--- src/rtl/alu_multicycle_if.sv ---
// Request/response handshake bundle for alu_multicycle.
// The master issues operations and consumes results; the slave is the ALU.
interface alu_multicycle_if #(
   parameter int WIDTH = 32
);
   logic             in_valid;
   logic             in_ready;
   logic [3:0]       Operation;
   logic [WIDTH-1:0] SrcA;
   logic [WIDTH-1:0] SrcB;
   logic             out_valid;
   logic             out_ready;
   logic [WIDTH-1:0] ALUResult;

   modport master (
      output in_valid, Operation, SrcA, SrcB, out_ready,
      input  in_ready, out_valid, ALUResult
   );

   modport slave (
      input  in_valid, Operation, SrcA, SrcB, out_ready,
      output in_ready, out_valid, ALUResult
   );
endinterface

--- src/rtl/alu_multicycle.sv ---
// Multi-cycle ALU: single-cycle logic/arith/compare ops, bit-serial shifts
// (one position per cycle), valid/ready on both request and result sides.
module alu_multicycle #(
   parameter int WIDTH = 32
) (
   input  logic            clk,
   input  logic            rst_n,
   alu_multicycle_if.slave bus
);
   localparam int SHW = $clog2(WIDTH);

   localparam logic [3:0] OP_AND = 4'b0000;
   localparam logic [3:0] OP_OR  = 4'b0001;
   localparam logic [3:0] OP_ADD = 4'b0010;
   localparam logic [3:0] OP_XOR = 4'b0011;
   localparam logic [3:0] OP_SLL = 4'b0100;
   localparam logic [3:0] OP_SRL = 4'b0101;
   localparam logic [3:0] OP_SUB = 4'b0110;
   localparam logic [3:0] OP_SRA = 4'b0111;
   localparam logic [3:0] OP_BEQ = 4'b1000;
   localparam logic [3:0] OP_BGE = 4'b1001;
   localparam logic [3:0] OP_BNE = 4'b1010;
   localparam logic [3:0] OP_SLT = 4'b1100;
   localparam logic [3:0] OP_JAL = 4'b1111;

   typedef enum logic [1:0] {IDLE, SHIFT, DONE} state_t;

   state_t           state;
   logic [3:0]       op_q;
   logic [WIDTH-1:0] result;
   logic [SHW-1:0]   cnt;
   logic             in_ready_q;
   logic             out_valid_q;

   logic [WIDTH-1:0] alu_comb;
   logic [WIDTH-1:0] shift_step;
   logic [SHW-1:0]   shamt;
   logic             is_shift;
   logic             accept;

   assign shamt    = bus.SrcB[SHW-1:0];
   assign is_shift = (bus.Operation == OP_SLL) || (bus.Operation == OP_SRL) ||
                     (bus.Operation == OP_SRA);
   assign accept   = bus.in_valid && in_ready_q;

   // Shift ops load SrcA here; the SHIFT state then walks it one bit per cycle.
   always_comb begin
      // NOTE: default first so every path assigns alu_comb and no latch is inferred.
      alu_comb = '0;
      case (bus.Operation)
         OP_AND: alu_comb = bus.SrcA & bus.SrcB;
         OP_OR:  alu_comb = bus.SrcA | bus.SrcB;
         OP_ADD: alu_comb = bus.SrcA + bus.SrcB;
         OP_XOR: alu_comb = bus.SrcA ^ bus.SrcB;
         OP_SUB: alu_comb = bus.SrcA - bus.SrcB;
         OP_SLL, OP_SRL, OP_SRA: alu_comb = bus.SrcA;
         OP_BEQ: alu_comb = WIDTH'(bus.SrcA == bus.SrcB);
         OP_BNE: alu_comb = WIDTH'(bus.SrcA != bus.SrcB);
         OP_BGE: alu_comb = WIDTH'($signed(bus.SrcA) >= $signed(bus.SrcB));
         OP_SLT: alu_comb = WIDTH'($signed(bus.SrcA) <  $signed(bus.SrcB));
         OP_JAL: alu_comb = WIDTH'(1);
         default: alu_comb = '0;
      endcase
   end

   always_comb begin
      shift_step = result;
      case (op_q)
         OP_SLL:  shift_step = {result[WIDTH-2:0], 1'b0};
         OP_SRL:  shift_step = {1'b0, result[WIDTH-1:1]};
         OP_SRA:  shift_step = {result[WIDTH-1], result[WIDTH-1:1]};
         default: shift_step = result;
      endcase
   end

   always_ff @(posedge clk) begin
      if (!rst_n) begin
         // NOTE: sequential state uses non-blocking assignments so all flops update together.
         state       <= IDLE;
         op_q        <= OP_AND;
         result      <= '0;
         cnt         <= '0;
         in_ready_q  <= 1'b1;
         out_valid_q <= 1'b0;
      end else begin
         case (state)
            IDLE: begin
               if (accept) begin
                  op_q       <= bus.Operation;
                  result     <= alu_comb;
                  in_ready_q <= 1'b0;
                  if (is_shift && (shamt != '0)) begin
                     cnt   <= shamt;
                     state <= SHIFT;
                  end else begin
                     state       <= DONE;
                     out_valid_q <= 1'b1;
                  end
               end
            end
            SHIFT: begin
               result <= shift_step;
               cnt    <= cnt - 1'b1;
               // Last shift lands on the same edge the counter hits zero.
               if (cnt == SHW'(1)) begin
                  state       <= DONE;
                  out_valid_q <= 1'b1;
               end
            end
            DONE: begin
               if (bus.out_ready) begin
                  state       <= IDLE;
                  out_valid_q <= 1'b0;
                  in_ready_q  <= 1'b1;
               end
            end
            default: begin
               state       <= IDLE;
               in_ready_q  <= 1'b1;
               out_valid_q <= 1'b0;
            end
         endcase
      end
   end

   assign bus.in_ready  = in_ready_q;
   assign bus.out_valid = out_valid_q;
   assign bus.ALUResult = result;
endmodule

--- src/flat_wrapper.sv ---
// flat-port wrapper written by rule: the top's interface ports become plain ports
module alu_multicycle_flat 
#(
   parameter int WIDTH = 32
)
  (clk, rst_n, bus_in_valid, bus_Operation, bus_SrcA, bus_SrcB, bus_out_ready, bus_in_ready, bus_out_valid, bus_ALUResult);
  alu_multicycle_if #(.WIDTH(WIDTH)) bus_i ();
  input  logic clk;
  input  logic rst_n;
  input wire logic [$bits(bus_i.in_valid)-1:0] bus_in_valid;
  input wire logic [$bits(bus_i.Operation)-1:0] bus_Operation;
  input wire logic [$bits(bus_i.SrcA)-1:0] bus_SrcA;
  input wire logic [$bits(bus_i.SrcB)-1:0] bus_SrcB;
  input wire logic [$bits(bus_i.out_ready)-1:0] bus_out_ready;
  output wire logic [$bits(bus_i.in_ready)-1:0] bus_in_ready;
  output wire logic [$bits(bus_i.out_valid)-1:0] bus_out_valid;
  output wire logic [$bits(bus_i.ALUResult)-1:0] bus_ALUResult;
  assign bus_i.in_valid = bus_in_valid;
  assign bus_i.Operation = bus_Operation;
  assign bus_i.SrcA = bus_SrcA;
  assign bus_i.SrcB = bus_SrcB;
  assign bus_i.out_ready = bus_out_ready;
  assign bus_in_ready = bus_i.in_ready;
  assign bus_out_valid = bus_i.out_valid;
  assign bus_ALUResult = bus_i.ALUResult;
  alu_multicycle #(.WIDTH(WIDTH)) u_core (.clk(clk), .rst_n(rst_n), .bus(bus_i));
endmodule
--- config.mk ---
export PLATFORM = sky130hd
export DESIGN_NAME = alu_multicycle_flat
export DESIGN_NICKNAME = d
export VERILOG_FILES = /design/src/rtl/alu_multicycle_if.sv /design/src/rtl/alu_multicycle.sv /design/src/flat_wrapper.sv
export SDC_FILE = /design/constraint.sdc
export NUM_CORES = 1
export LEC_CHECK = 0
export CELL_PAD_IN_SITES_DETAIL_PLACEMENT = 0
export CELL_PAD_IN_SITES_GLOBAL_PLACEMENT = 1
export CORE_UTILIZATION = 40
export CTS_CLUSTER_SIZE = 20
export DETAILED_ROUTE_END_ITERATION = 12
export MAX_ROUTING_LAYER = met4
export PLACE_DENSITY_LB_ADDON = 0.12
export SETUP_SLACK_MARGIN = 0.1
export SYNTH_ARGS = -nofsm -noshare
export SYNTH_HDL_FRONTEND = slang
export SYNTH_SLANG_ARGS = --single-unit
--- constraint.sdc ---
create_clock -name clk -period 5.6 [get_ports clk]
set_input_delay 0.84 -clock clk [delete_from_list [all_inputs] [get_ports clk]]
set_output_delay 0.84 -clock clk [all_outputs]
set_load 0.05 [all_outputs]
==> results of run 1 <==
## power by group through the flow
stage / Combinational (mW) / Sequential, mW / Clock, mW
6_report: 0.946 / 0.404 / 0.392
4_1_cts: 0.926 / 0.403 / 0.397
5_1_grt: 1.02 / 0.409 / 0.412
3_5_place_dp: 0.922 / 0.410 / 0
3_3_place_gp: 0.923 / 0.410 / 0
2_1_floorplan: 0.519 / 0.504 / 0
## worst max-delay path, delay by kind of cell
family                   cells  cell delay (ns)
adder cells (fa/ha/maj)      2             0.61
buffers and inverters        2             0.66
AO/OA/AOI/OAI                5             1.79
AND/OR/NAND/NOR              3             0.49
XOR/XNOR                     1             0.12
## routing by layer
layer  GRT usage (%)  vias up  wire length [microns]
met1            45.9     4299                  15200
li1                -     4256                      -
met4            4.75        0                    250
met5               -        -                      0
met2            42.8      374                  12100
met3            3.61       21                   2260
## metrics by stage
stage               area [sq um]  hold WS, ns  utilization (%)  cells  setup WS, ns
finish                      9180        0.475             48.6   1444          1.24
global route                9180        0.497             48.6   1444         0.989
CTS                         9180        0.477             48.6   1444          1.30
detailed placement          8980        0.468             47.6   1436          1.01
global placement            8980        0.462             47.6   1436         0.981
floorplan                   7780        0.437                -   1130          2.18
## layout by cell type, fill, tap and decap left out, types with 8 or more instances in the layout
master             n
dfxtp_1           45
o221ai_1          18
nor2b_1           11
inv_1             99
a211oi_1           9
a31oi_1           13
xnor2_1           17
o21bai_1          20
a21oi_1          112
o31ai_1           11
buf_4             17
a2111oi_0         11
clkdlybuf4s50_1  105
nor3_1            48
a22oi_1           16
o22ai_1            8
mux2i_1           19
nand2_1           93
nor2_1            94
nand2b_1           9
nor4_1             8
o21a_1            11
nand3_1           17
a21o_1            15
a222oi_1          16
ha_1              99
o21ai_0           88
nand4_1           16
o211ai_1           8
or3_1              9
## sequential cells by signal, indices dropped and copies added (netlist names)
name,count
u_core.bus.ALUResult,32
u_core.state,2
u_core.bus.out_valid,1
u_core.bus.in_ready,1
u_core.cnt,5
u_core.op_q,4
## worst min-delay path by stage
stage / depth (start not counted) / end / slack [ns] / startpoint
after CTS: 2 / u_core.cnt[1]$_SDFFE_PN0P_ / 0.48 / u_core.cnt[1]$_SDFFE_PN0P_
after detailed placement: 2 / u_core.cnt[1]$_SDFFE_PN0P_ / 0.47 / u_core.cnt[1]$_SDFFE_PN0P_
after global placement: 2 / u_core.cnt[1]$_SDFFE_PN0P_ / 0.46 / u_core.cnt[1]$_SDFFE_PN0P_
final: 2 / u_core.cnt[1]$_SDFFE_PN0P_ / 0.48 / u_core.cnt[1]$_SDFFE_PN0P_
after floorplan: 2 / u_core.cnt[4]$_SDFFE_PN0P_ / 0.44 / u_core.cnt[4]$_SDFFE_PN0P_
after global routing: 2 / u_core.cnt[1]$_SDFFE_PN0P_ / 0.50 / u_core.cnt[1]$_SDFFE_PN0P_
## logic make-up after synthesis
group	after synthesis	share of synthesized area, %
AO/OA/AOI/OAI	426	36.9
AND/OR/NAND/NOR	342	21.1
buffers and inverters	175	9.00
adder cells (fa/ha/maj)	101	16.4
flip-flops	45	11.6
multiplexers	21	2.73
XOR/XNOR	20	2.25
## layout make-up
class / count / area (sq um)
Clock buffer: 5 / 125
Inverter: 99 / 372
Fill cell: 1984 / 9720
Tap cell: 260 / 325
Sequential cell: 45 / 901
Timing Repair Buffer: 122 / 1180
Multi-Input combinational cell: 910 / 6210
Clock inverter: 3 / 65.1
==> impl_metrics.yaml, run 1 <==
logic_synthesis:
  syn_area_sq_um: 7780
  synth-edff-count: 0
  synth_common_cells: "a21oi_1 (113), ha_1 (99), inv_1 (99)"
  synth-async-reset-ratio_pct: 0
  avgSynthCellArea_sq_um: 6.89
  syn_inst: 1130
  ys.flop_type: "dfxtp_1"
  yosys.area.top_type_share_pct: 15.9
  ys_top_cells_by_area: "ha_1 (16%), dfxtp_1 (12%), a21oi_1 (7.3%), o21ai_0 (5.7%), inv_1 (4.8%)"
  ys_ff_latch: 45
  ys_warn_count: 0
  yosysMostFrequentCell: "a21oi_1"
  yosysSeqAreaShare_pct: 11.6
  syn_nets: 1303
  synth_top_area_cell: "ha_1"
  yosysUniqueCellTypes: 79
power_and_ir_drop:
  p_int_uw: 958
  power_mw: 1.74
  clkPwrFrac_pct: 22.5
  switching_share_pct: 45.0
  p_per_area_nw_per_um2: 190
  pwr-share-seq_pct: 23.2
  combPwrFrac_pct: 54.3
  power.leakage_nw: 3.71
  power_switching_uw: 783
  irDropWorstVdd_v: 0.000116
clock_network:
  post-cts-setup-buffer-count: 0
  post_cts_resized: 0
  cts_buffer_depth: 2
  clkTransAtPathRegs_ns: 0.07
  htree_levels: 2
  insertion_delay_ns: 0.30
  cts.sinks: 45
  cts_inserted_buffers: 5
  holdBufCountCts: 0
  cts_tree: "done"
  cts_root_buffer: "clkbuf_16"
sta:
  setup_viol: 0
  slew_viol_final: 0
  finalCritPeriodShare_pct: 77.9
  final_hold_viol_count: 0
  worst_slew_pin_slew_ns: 1.08
  max_freq_mhz: 229
  clock_skew_ns: 0.00893
  period_minus_slack_ns: 4.36
  rsz0062_at_grt: "no"
  setup_tns_ns: 0
  relSlewSlack_pct: 27.7
critical_path:
  reg2regPathDepth: 8
  crit_required_ns: 5.75
  r2r_start: "u_core.op_q[2]$_SDFFE_PN0P_"
  slowest_delay_ns: 0.63
  worstSetupStartpointType: "primary input"
  crit_path_cell_trace: "clkdlybuf4s50_1 -> ha_1 -> inv_1 -> fa_1 -> nor3b_1 -> o311ai_1 -> nand3_1 -> a311oi_1 -> o21ai_1 -> a21oi_1 -> xnor2_1 -> a2111oi_0 -> nor3_1"
  path_class: "primary input to flop"
  crit_fanout: 5
  worstReg2RegEnd: "u_core.bus.ALUResult[21]$_SDFFE_PN0P_"
  crit_arrival_ns: 4.51
  end_kind: "flop"
  crit_start: "bus_SrcB[0]"
  cp-endpoint: "u_core.bus.ALUResult[22]$_SDFFE_PN0P_"
  rrSetupSlack_ns: 2.82
  worst_path_max_delay_cell: "a2111oi_0"
floorplanning:
  rows: 50
  die_area_sq_um: 20000
  start_util_pct: 41.2
  die_h_microns: 142
  die_x_microns: 142
  num_io_pins: 106
  coreArea_sq_um: 18900
cells_and_area:
  area_growth_pct: 17.9
  layout.nets: 1356
  diodes: 0
  drive_above_1_share_pct: 4.65
run_status:
  outcome: "finished, final reports clean"
placement:
  portBuffers: 105
  dpl.hpwl_microns: 22800
  gp_congestion: 0.937
routing:
  vias: 8950
  avgRoutedWirePerCell_microns: 20.6
  totalWireLength_microns: 29700
  drtPass1Iterations: 7
  drc: 0
  drt_iter0_markers: 1025
  drtAntennaViolNets: 0
  avgViaCountPerCell: 6.20
job:
  drv_cap: 0
global_route:
  grt_pass1_wl_microns: 46100
  antenna_found_initial: 0
  grt_max_degree: 46
  grt_overflow: 0
  grt_pass1_vias: 7981
  grtUsageTotal_pct: 30.2
min_path:
  hp-class: "flop to flop"
Note: power is estimated with default switching activity, not from simulation.
==> inputs of run 2 (changes only) <==
==> constraint.sdc (replaced) <==
create_clock -name clk -period 4.32 [get_ports clk]
set_input_delay 0.648 -clock clk [delete_from_list [all_inputs] [get_ports clk]]
set_output_delay 0.648 -clock clk [all_outputs]
set_load 0.05 [all_outputs]
==> run 2 against run 1 <==
Net effect: clock power is 15% higher; critical endpoint unchanged; global-route usage is 0.28 points higher; via count is 0.58% higher; critical path depth stayed put; cell area is 2.9% higher; sequential power is 30% higher; largest power group unchanged; final cell count is 2.7% higher; highest routed layer unchanged.
==> impl_metrics.yaml, run 2 (synthesis gave the netlist of run 1 again) <==
placement:
  gp_congestion: 0.974
  portBuffers: 105
  place_area_sq_um: 9270
  dpl.hpwl_microns: 23600
sta:
  finalCritPeriodShare_pct: 94.0
  holdWs_ns: 0.481
  max_freq_mhz: 246
  period_minus_slack_ns: 4.06
  rsz0062_at_grt: "no"
  final_hold_viol_count: 0
  clock_skew_ns: 0.00558
  relSlewSlack_pct: 42.4
  worst_slew_pin_slew_ns: 0.863
  slew_viol_final: 0
  setup_tns_ns: 0
  setup_viol: 0
cells_and_area:
  post-route-util_pct: 50.0
  layout.nets: 1394
  mostFrequentLayoutCells: "a21oi_1 (112), clkdlybuf4s50_1 (105), inv_1 (99), ha_1 (99), nor2_1 (94)"
  multiInputGateArea_sq_um: 6210
  finalInstanceArea_sq_um: 9450
  register_area_sq_um: 901
  final_common_cell: "a21oi_1"
  largest_register_ffs: 32
  drive_above_1_share_pct: 7.61
  fillers: 1955
  area_growth_pct: 21.3
clock_network:
  cts_buffer_depth: 2
  htree_levels: 2
  cts_root_buffer: "clkbuf_16"
  clkTransAtPathRegs_ns: 0.07
  post_cts_resized: 0
  holdBufCountCts: 0
  cts_tree: "done"
  post-cts-setup-buffer-count: 0
  cts.sinks: 45
  insertion_delay_ns: 0.29
  cts_inserted_buffers: 5
critical_path:
  worst_path_max_delay_cell: "a2111oi_0"
  crit_required_ns: 4.47
  crit_fanout: 5
  critPathBufInv: 2
  path_depth: 13
  reg2regPathDepth: 8
  path_class: "primary input to flop"
  worstReg2RegEnd: "u_core.bus.ALUResult[28]$_SDFFE_PN0P_"
  crit_family: "compound AO/OA/AOI/OAI gates"
  rrSetupSlack_ns: 1.77
  crit_path_cell_trace: "clkdlybuf4s50_1 -> ha_1 -> inv_1 -> fa_1 -> nor3b_1 -> o311ai_1 -> nand3_1 -> a311oi_1 -> o21ai_1 -> a21oi_1 -> xnor2_1 -> a2111oi_0 -> nor3_1"
  slowest_delay_ns: 0.62
  crit_arrival_ns: 4.20
  worstSetupStartpointType: "primary input"
  r2r_start: "u_core.op_q[2]$_SDFFE_PN0P_"
  end_kind: "flop"
floorplanning:
  rows: 50
  die_h_microns: 142
  die_area_sq_um: 20000
  num_io_pins: 106
  die_x_microns: 142
  coreArea_sq_um: 18900
  start_util_pct: 41.2
routing:
  drtPass1Iterations: 7
  drt_iter0_markers: 1025
  drtAntennaViolNets: 0
  avgViaCountPerCell: 6.07
  vias: 9002
  avgRoutedWirePerCell_microns: 20.1
  drc: 0
  totalWireLength_microns: 29800
global_route:
  grt_overflow: 0
  grt_pass1_wl_microns: 46400
  grt_max_degree: 27
  antenna_found_initial: 1
  grtUsageTotal_pct: 30.5
  grt_pass1_vias: 8029
min_path:
  whs_endpoint: "u_core.cnt[1]$_SDFFE_PN0P_"
  hold_depth: 2
  worstHoldStart: "u_core.cnt[1]$_SDFFE_PN0P_"
  hp-class: "flop to flop"
power_and_ir_drop:
  p_per_area_nw_per_um2: 236
  irDropWorstVdd_v: 0.000178
  power.leakage_nw: 3.88
run_status:
  outcome: "finished, final reports clean"
job:
  drv_cap: 0
## run 2: worst max-delay path by stage
| stage | start | endpoint |
|---|---|---|
| after global routing | bus_SrcA[0] | u_core.bus.ALUResult[24]$_SDFFE_PN0P_ |
| after CTS | bus_SrcA[0] | u_core.bus.ALUResult[22]$_SDFFE_PN0P_ |
| after global placement | bus_SrcB[0] | u_core.bus.ALUResult[24]$_SDFFE_PN0P_ |
| final | bus_SrcB[0] | u_core.bus.ALUResult[22]$_SDFFE_PN0P_ |
| after floorplan | bus_SrcA[0] | u_core.bus.ALUResult[30]$_SDFFE_PN0P_ |
| after detailed placement | bus_SrcA[0] | u_core.bus.ALUResult[22]$_SDFFE_PN0P_ |
## run 2: worst reg2reg max path, cell delays in order (launching register included)
cell and delay [ns]:
dfxtp_1 0.33, nor2b_1 0.25, and2_0 0.53, mux2i_1 0.15, o21ai_0 0.48, or3_1 0.19, a21oi_1 0.06, a311o_1 0.37
a21oi_1 0.13
## run 2: per-layer routing
metal  global-route usage, %  vias to the layer above  share of wire (%)
met5                       -                        -                  0
met4                    3.96                        0               0.53
met3                    5.26                       16                9.0
met2                    42.2                      367                 41
met1                    46.3                     4273                 50
li1                        -                     4346                  -
## run 2: through the flow
step,power (mW),setup WS (ns),std cells
after floorplan,1.33,1.09,1130
after global placement,1.76,0.184,1474
after detailed placement,1.76,0.0719,1474
after CTS,2.21,0.347,1482
after global routing,2.36,0.149,1483
final,2.23,0.261,1483
## run 2: area by class of cell
type | instances | area share (%)
Tap cell | 260 | 3.44
Antenna cell | 1 | 0.0265
Multi-Input combinational cell | 910 | 65.7
Clock inverter | 3 | 0.490
Timing Repair Buffer | 160 | 15.5
Sequential cell | 45 | 9.54
Inverter | 99 | 3.93
Clock buffer | 5 | 1.32
## run 2: power breakdown
part | switching (mW) | internal [mW] | total, mW | leakage, nW
combinational | 0.780 | 0.476 | 1.26 | 3.43
clock | 0.178 | 0.274 | 0.452 | 0.0800
sequential | 0.0607 | 0.464 | 0.525 | 0.370
total | 1.02 | 1.21 | 2.23 | 3.88
